--- config.mk ---
export PLATFORM = sky130hd
export DESIGN_NAME = fa25_arbiter
export DESIGN_NICKNAME = d
export VERILOG_FILES = /design/src/rtl/fa25_arbiter.sv
export SDC_FILE = /design/constraint.sdc
export NUM_CORES = 1
export LEC_CHECK = 0
export CELL_PAD_IN_SITES_DETAIL_PLACEMENT = 0
export CELL_PAD_IN_SITES_GLOBAL_PLACEMENT = 2
export CORE_ASPECT_RATIO = 1.2
export CORE_UTILIZATION = 20
export DETAILED_ROUTE_END_ITERATION = 6
export PLACE_DENSITY_LB_ADDON = 0.3
export SYNTH_ARGS = -nofsm -noshare
export SYNTH_HDL_FRONTEND = slang
export SYNTH_SLANG_ARGS = --single-unit
--- constraint.sdc ---
create_clock -name clk -period 11.7 [get_ports clk]
set_input_delay 1.17 -clock clk [delete_from_list [all_inputs] [get_ports clk]]
set_output_delay 1.17 -clock clk [all_outputs]
set_load 0.05 [all_outputs]
--- src/rtl/fa25_arbiter.sv ---
// Two-port round-robin arbiter sharing one 25-bit ripple-carry adder.
// Grants at most one add/subtract per cycle into a single back-pressured response register.

module fa25_arbiter_adder (
  input  logic [24:0] a,
  input  logic [24:0] b,
  input  logic        cin,
  output logic [24:0] s,
  output logic        cout
);
  logic [25:0] carry_s;

  assign carry_s[0] = cin;

  for (genvar i = 0; i < 25; i++) begin : g_fa
    assign s[i]           = a[i] ^ b[i] ^ carry_s[i];
    assign carry_s[i + 1] = (a[i] & b[i]) | (carry_s[i] & (a[i] ^ b[i]));
  end

  assign cout = carry_s[25];
endmodule

module fa25_arbiter #(
  parameter int DATA_WIDTH = 25
) (
  input  logic                  clk,
  input  logic                  rst_n,
  input  logic                  req0_valid,
  output logic                  req0_ready,
  input  logic [DATA_WIDTH-1:0] req0_a,
  input  logic [DATA_WIDTH-1:0] req0_b,
  input  logic                  req0_cin,
  input  logic                  req0_sub,
  input  logic                  req1_valid,
  output logic                  req1_ready,
  input  logic [DATA_WIDTH-1:0] req1_a,
  input  logic [DATA_WIDTH-1:0] req1_b,
  input  logic                  req1_cin,
  input  logic                  req1_sub,
  output logic                  rsp_valid,
  input  logic                  rsp_ready,
  output logic [DATA_WIDTH-1:0] rsp_s,
  output logic                  rsp_cout,
  output logic                  rsp_id
);
  logic                  last_grant_r;
  logic                  winner_s;
  logic                  slot_free_s;
  logic                  grant_s;
  logic [DATA_WIDTH-1:0] a_s;
  logic [DATA_WIDTH-1:0] b_s;
  logic                  cin_s;
  logic                  sub_s;
  logic [DATA_WIDTH-1:0] b_eff_s;
  logic                  cin_eff_s;
  logic [DATA_WIDTH-1:0] sum_s;
  logic                  cout_s;

  // Round-robin pick: on contention the requester not served last wins.
  always_comb begin
    winner_s = 1'b0;
    if (req0_valid && req1_valid) begin
      winner_s = ~last_grant_r;
    end else if (req1_valid) begin
      winner_s = 1'b1;
    end else begin
      winner_s = 1'b0;
    end
  end

  assign slot_free_s = ~rsp_valid | rsp_ready;
  assign grant_s     = slot_free_s & (req0_valid | req1_valid);
  assign req0_ready  = grant_s & ~winner_s;
  assign req1_ready  = grant_s & winner_s;

  // Select the winner's operands and turn subtract into a + ~b + 1.
  always_comb begin
    a_s   = req0_a;
    b_s   = req0_b;
    cin_s = req0_cin;
    sub_s = req0_sub;
    if (winner_s) begin
      a_s   = req1_a;
      b_s   = req1_b;
      cin_s = req1_cin;
      sub_s = req1_sub;
    end else begin
      a_s   = req0_a;
      b_s   = req0_b;
      cin_s = req0_cin;
      sub_s = req0_sub;
    end
    b_eff_s   = sub_s ? ~b_s : b_s;
    cin_eff_s = sub_s ? 1'b1 : cin_s;
  end

  fa25_arbiter_adder u_adder (
    .a    (a_s),
    .b    (b_eff_s),
    .cin  (cin_eff_s),
    .s    (sum_s),
    .cout (cout_s)
  );

  // Response register and round-robin pointer; a drain and a new grant may coincide.
  always_ff @(posedge clk or negedge rst_n) begin
    if (!rst_n) begin
      rsp_valid    <= 1'b0;
      rsp_s        <= {DATA_WIDTH{1'b0}};
      rsp_cout     <= 1'b0;
      rsp_id       <= 1'b0;
      last_grant_r <= 1'b1;
    end else if (grant_s) begin
      rsp_valid    <= 1'b1;
      rsp_s        <= sum_s;
      rsp_cout     <= cout_s;
      rsp_id       <= winner_s;
      last_grant_r <= winner_s;
    end else if (rsp_ready) begin
      rsp_valid    <= 1'b0;
    end else begin
      rsp_valid    <= rsp_valid;
    end
  end
endmodule

# After elaboration in Yosys (flattened, before gate mapping)
# Cells that the tools add are included.
[totals]
reg_bits = 29
latch_bits = 0
mem_bits_rw = 0
rom_bits = 0
in_bits = 109
mem_count = 0
[classes]
add_sub_neg = 0
multipliers = 0
div_mod_pow = 0
n_lt_le_gt_ge = 0
eq_ne = 0
shift = 0
muxes = 10
bitwise_logic = 134
reduce_logical = 2
[ops]
columns = ["cell", "count"]
rows = [
  ["2-to-1 mux 25 bit", 3],
  ["AND 1 bit", 53],
  ["bitwise XOR 1 bit", 50],
  ["bitwise OR 1 bit", 27],
  ["NOT 25 bit", 1],
  ["2-to-1 mux 1 bit", 7],
  ["NOT 1 bit", 3],
  ["nonzero test 2 bit", 1],
  ["logical AND 1 bit", 1],
]

# Logic depth before layout (Yosys ltp)
# Gate-level depths: netlist of run 1.
[depth]
word_depth = 56
depth_mapped = 34
ltp_nobuf = 32

# Modules after synthesis
# A second synthesis of run 1 with hierarchy kept.
[hier_totals]
cells_unflattened = 246
hier_area_um2 = 2816.5
[by_module_without_submodules]
columns = ["mod", "n_inst", "cells_per_inst", "area_each_um2", "seq_area_each_um2"]
rows = [
  ["fa25_arbiter", 1, 211, 2278.4, 726.9],
  ["fa25_arbiter_adder", 1, 35, 538.0, 0.0],
]

# Worst setup path before layout of run 1
# No wires, ideal clock.
[synth_path]
kind = "input to register"
startpoint = "in req1_sub"
endpoint = "reg rsp_s[24]"
setup_ns = 0.125
t_arrival_ns = 12.103
t_required_ns = 11.575
path_slack_ns = -0.527
stages = 33
n_path_buf = 2
path_cell_list = "buf_2 > buf_2 > xor2_1 > a21oi_1 > fa_1 > fa_1 > fa_1 > fa_1 > fa_1 > fa_1 > fa_1 > fa_1 > fa_1 > fa_1 > fa_1 > fa_1 > fa_1 > fa_1 > fa_1 > fa_1 > inv_1 > fa_1 > inv_1 > fa_1 > fa_1 > fa_1 > fa_1 > fa_1 > fa_1 > fa_1 > inv_1 > fa_1 > mux2_2"
[synth_between]
elab_chain_cells = 52
[synth_lines]
columns = ["element", "line_no", "rtl"]
rows = [
  ["from (decl)", "39", "input logic req1_sub,"],
  ["2-to-1 mux 1 bit (*)", "82", "if (winner_s) begin"],
  ["2-to-1 mux 25 bit", "93", "b_eff_s = sub_s ? ~b_s : b_s;"],
  ["bitwise XOR 1 bit", "17", "assign carry_s[i + 1] = (a[i] & b[i]) | (carry_s[i] & (a[i] ^ b[i]));"],
  ["AND 1 bit", "17", ""],
  ["bitwise OR 1 bit", "17", ""],
  ["AND 1 bit", "17", ""],
  ["bitwise OR 1 bit", "17", ""],
  ["AND 1 bit", "17", ""],
  ["[37 not listed]", "n/a", ""],
  ["AND 1 bit", "17", ""],
  ["bitwise OR 1 bit", "17", ""],
  ["AND 1 bit", "17", ""],
  ["bitwise OR 1 bit", "17", ""],
  ["AND 1 bit", "17", ""],
  ["bitwise OR 1 bit", "17", ""],
  ["bitwise XOR 1 bit (*)", "16", "assign s[i] = a[i] ^ b[i] ^ carry_s[i];"],
  ["via sum_s[24]", "56", "logic [DATA_WIDTH-1:0] sum_s;"],
  ["to (signal assigned)", "109", "rsp_s <= {DATA_WIDTH{1'b0}};"],
  ["to (signal assigned)", "115", "rsp_s <= sum_s;"],
  ["to (decl)", "42", "output logic [DATA_WIDTH-1:0] rsp_s,"],
]
# The timed path passes the listed nets; every way through them passes the cells marked *.
# A chain may end at the register's enable or synchronous reset.

# Final worst setup path of run 1
[layout_path]
startpoint = "in req0_valid"
endpoint = "reg rsp_s[24]"
[layout_between]
elab_chain_cells = 55
[layout_lines]
columns = ["element", "line_no", "rtl"]
rows = [
  ["from (decl)", "28", "input logic req0_valid,"],
  ["logical AND 1 bit (*)", "62", "if (req0_valid && req1_valid) begin"],
  ["2-to-1 mux 1 bit (*)", "62", ""],
  ["2-to-1 mux 25 bit", "82", ""],
  ["NOT 25 bit", "93", ""],
  ["2-to-1 mux 25 bit", "93", ""],
  ["bitwise XOR 1 bit", "17", ""],
  ["AND 1 bit", "17", ""],
  ["bitwise OR 1 bit", "17", ""],
  ["[40 not listed]", "n/a", ""],
  ["AND 1 bit", "17", ""],
  ["bitwise OR 1 bit", "17", ""],
  ["AND 1 bit", "17", ""],
  ["bitwise OR 1 bit", "17", ""],
  ["AND 1 bit", "17", ""],
  ["bitwise OR 1 bit", "17", ""],
  ["bitwise XOR 1 bit (*)", "16", ""],
  ["via sum_s[24]", "56", ""],
]
# Marks and branches as above.

==> results_dict.tcl, run 1 <==
set metrics [dict create \
    outcome "finished, final reports clean" \
    synth_cells 266 \
    postCtsHoldBufs 0 \
    finalHoldViolCount 0 \
    cp.required_ns 11.85 \
    cts_tree "yes" \
    grt_setup_unrepaired "no" \
    start_util_pct 20.6 \
    critPathLaunch "req0_valid" \
    wl_per_cell_um 15.2 \
    nNetsFinal 537 \
    num_rows 45 \
    die_w_um 106 \
    final_max_slew_viol_count 0 \
    finalSetupViolCount 0 \
    grt_first_pass_wirelength_mm 13.4 \
    chipHeight_um 127 \
    critPathMaxStageDelay_ns 0.41 \
    antenna_found_initial 0 \
    dpl.hpwl_mm 7.29 \
    irDropWorstVdd_mv 0.0596 \
    maxCapViolations 0 \
    yosysTopAreaCellShare_pct 26.8 \
    clockRootBuffer "clkbuf_16" \
    synth_cell_type_count 26 \
    ys_ff_latch 29 \
    finClkSkew_ns 0.00518 \
    power.leakage_nw 1.73 \
    final_cell_area_um2 4440 \
    synth_top_cell_by_area "dfrtp_1" \
    post_dp_cell_area_um2 4210 \
    path_clk_slew_ns 0.05 \
    cts_buffer_depth 2 \
    drc 0 \
    gp_congestion 0.753 \
    worstSetupStartpointType "input port" \
    hold_path.class "flip-flop to flip-flop" \
    layoutNonFillerInstCount 568 \
    cp_data_arrival_time_ns 11.55 \
    num_vias 2336 \
    final.min_clock_period_ns 11.40 \
    worst_pin_slew_ns 0.558 \
    cts_htree_levels 2 \
    reg2reg_from "last_grant_r" \
    syn2layout_area_growth_pct 69.9 \
    die_area_um2 13500 \
    hold_start "rsp_id" \
    cp_common_cell "fa_2" \
    final_common_cell "clkdlybuf4s50_1" \
    synth_area_um2 2610 \
    grt_max_degree 30 \
    ioPinCount 139 \
    grt_overflow_total 0 \
    dr.pass1.iters 4 \
    avgSynthCellArea_um2 9.82 \
    power_density_nw_per_um2 159 \
    final_cell_mix "clkdlybuf4s50_1, o21ai_0, dfrtp_1, nor2_1" \
    synth_area_leaders "dfrtp_1, fa_1, mux2i_1" \
    antennaDiodeCount 0 \
    grtUsageTotal_pct 13.0 \
    vias_per_cell 4.11 \
    clock.fmax_mhz 87.7 \
    detail-route-antenna-nets 0 \
    routed_wl_mm 8.64 \
    core_region_area_um2 12700 \
    final_util_pct 35.0 \
    portBuffers 138 \
    crit_slowest_cell "fa_2" \
    dp.cells 560 \
    clk_latency_ns 0.27 \
    yosys_warnings 0 \
    detail_route.iter0.violations 70 \
    drive_gt1_share_pct 13.9 \
    critPathKind "input port to flip-flop" \
    cts_sinks 29 \
    cp-end-kind "flip-flop" \
    yosysSeqAreaShare_pct 27.8 \
    first_global_vias 2498 \
    cp_max_fo 7 \
    cts-buffers-inserted 5 \
    syn-num-nets 400 \
    fin_crit_sh_pct 97.4 \
    slew_headroom_pct 62.7 \
]
critical path, delay by kind of cell:
| kind | cells | cell delay, ns |
|---|---|---|
| AOI/OAI and AO/OA | 2 | 0.47 |
| buffers and inverters | 4 | 0.32 |
| adders and majority gates | 25 | 9.29 |
| muxes | 1 | 0.27 |
Yosys cell counts (all sizes together):
master	instances
o21ai	49
dfrtp	28
nor2	26
fa	25
xnor2	25
xor2	25
a21oi	24
mux2i	23
buf	15
clkbuf	6
mux2	5
nand2	4
inv	3
a21boi	1
a21o	1
a31oi	1
and2	1
dfstp	1
nand2b	1
nor2b	1
o31ai	1
cells by family (layout without fill, tap and decap cells):
logic type                 after synthesis  count (layout)  share of synthesized area [%]
AOI/OAI and AO/OA                       77              77                           15.2
DFF                                     29              29                           27.8
adders and majority gates               25              25                           19.2
xor gates and xnor gates                50              50                           16.8
and+or+nand+nor                         33              33                           5.03
muxes                                   28              28                           11.0
buffers and inverters                   24             162                           4.98
final timing paths:
kind                                endpoint  slack (ns)  depth (start not counted)
worst max-delay path               rsp_s[24]        0.30                         32
worst min-delay path                  rsp_id        0.47                          1
min in group asynchronous           rsp_s[7]        1.29                          2
worst max register to register     rsp_s[24]        0.95                         32
worst min register to register        rsp_id        0.47                          1
max in group asynchronous       last_grant_r       10.09                          2
area by class of cell:
class                           instances  area, um2
Fill cell                            1310       8230
Multi-Input combinational cell        213       1850
Timing Repair Buffer                  151       1500
Sequential cell                        29        727
Tap cell                              164        205
Clock buffer                            6        129
Inverter                                3       11.3
Clock inverter                          2       10.0
layer usage:
layer / vias up / track usage (%) / wire [um]
li1: 1167 / - / -
met1: 1082 / 16.3 / 3730
met2: 74 / 23.4 / 4410
met3: 13 / 1.63 / 380
met4: 0 / 3.43 / 129
met5: - / 0 / 0
registers in the layout (all words and copies together), names as in the netlist:
name          cells
rsp_valid         1
rsp_cout          1
rsp_id            1
last_grant_r      1
rsp_s            25
power breakdown:
group | internal (mW) | total, mW | switching, mW
registers | 0.139 | 0.161 | 0.0219
logic | 0.171 | 0.424 | 0.253
clock network | 0.0777 | 0.119 | 0.0414
total | 0.388 | 0.704 | 0.316
what timing repair did:
item / in CTS / in global routing
endpoints found under the setup margin: 2 / 1
gates resized for setup: 17 / 14
buffers inserted: 0 / 0
pin swaps: 1 / 31
metrics by stage:
| step | hold slack (ns) | setup TNS, ns | setup WS, ns | total power, mW |
|---|---|---|---|---|
| floorplan | 0.504 | 0 | 0.0130 | 0.411 |
| global placement | 0.466 | -0.839 | -0.587 | 0.580 |
| detailed placement | 0.469 | -1.16 | -0.701 | 0.585 |
| CTS | 0.480 | 0 | 0.0380 | 0.711 |
| global route | 0.512 | 0 | 0.0157 | 0.752 |
| finish | 0.474 | 0 | 0.302 | 0.704 |
No activity file was read; power rests on OpenSTA's default activity.
==> run 2: changes to the inputs <==
--- a/config.mk
+++ b/config.mk
@@ -11,6 +11,7 @@
 export CORE_UTILIZATION = 20
 export DETAILED_ROUTE_END_ITERATION = 6
 export PLACE_DENSITY_LB_ADDON = 0.3
+export SLEW_MARGIN = 20
 export SYNTH_ARGS = -nofsm -noshare
 export SYNTH_HDL_FRONTEND = slang
 export SYNTH_SLANG_ARGS = --single-unit
==> results of run 2 <==
No change in the layout: final DEF, timing and power equal those of run 1.
==> run 3: changes to the inputs <==
--- a/config.mk
+++ b/config.mk
@@ -5,6 +5,7 @@
 export SDC_FILE = /design/constraint.sdc
 export NUM_CORES = 1
 export LEC_CHECK = 0
+export CAP_MARGIN = 20
 export CELL_PAD_IN_SITES_DETAIL_PLACEMENT = 0
 export CELL_PAD_IN_SITES_GLOBAL_PLACEMENT = 2
 export CORE_ASPECT_RATIO = 1.2
==> results of run 3 <==
No change in the layout: final DEF, timing and power equal those of run 1.
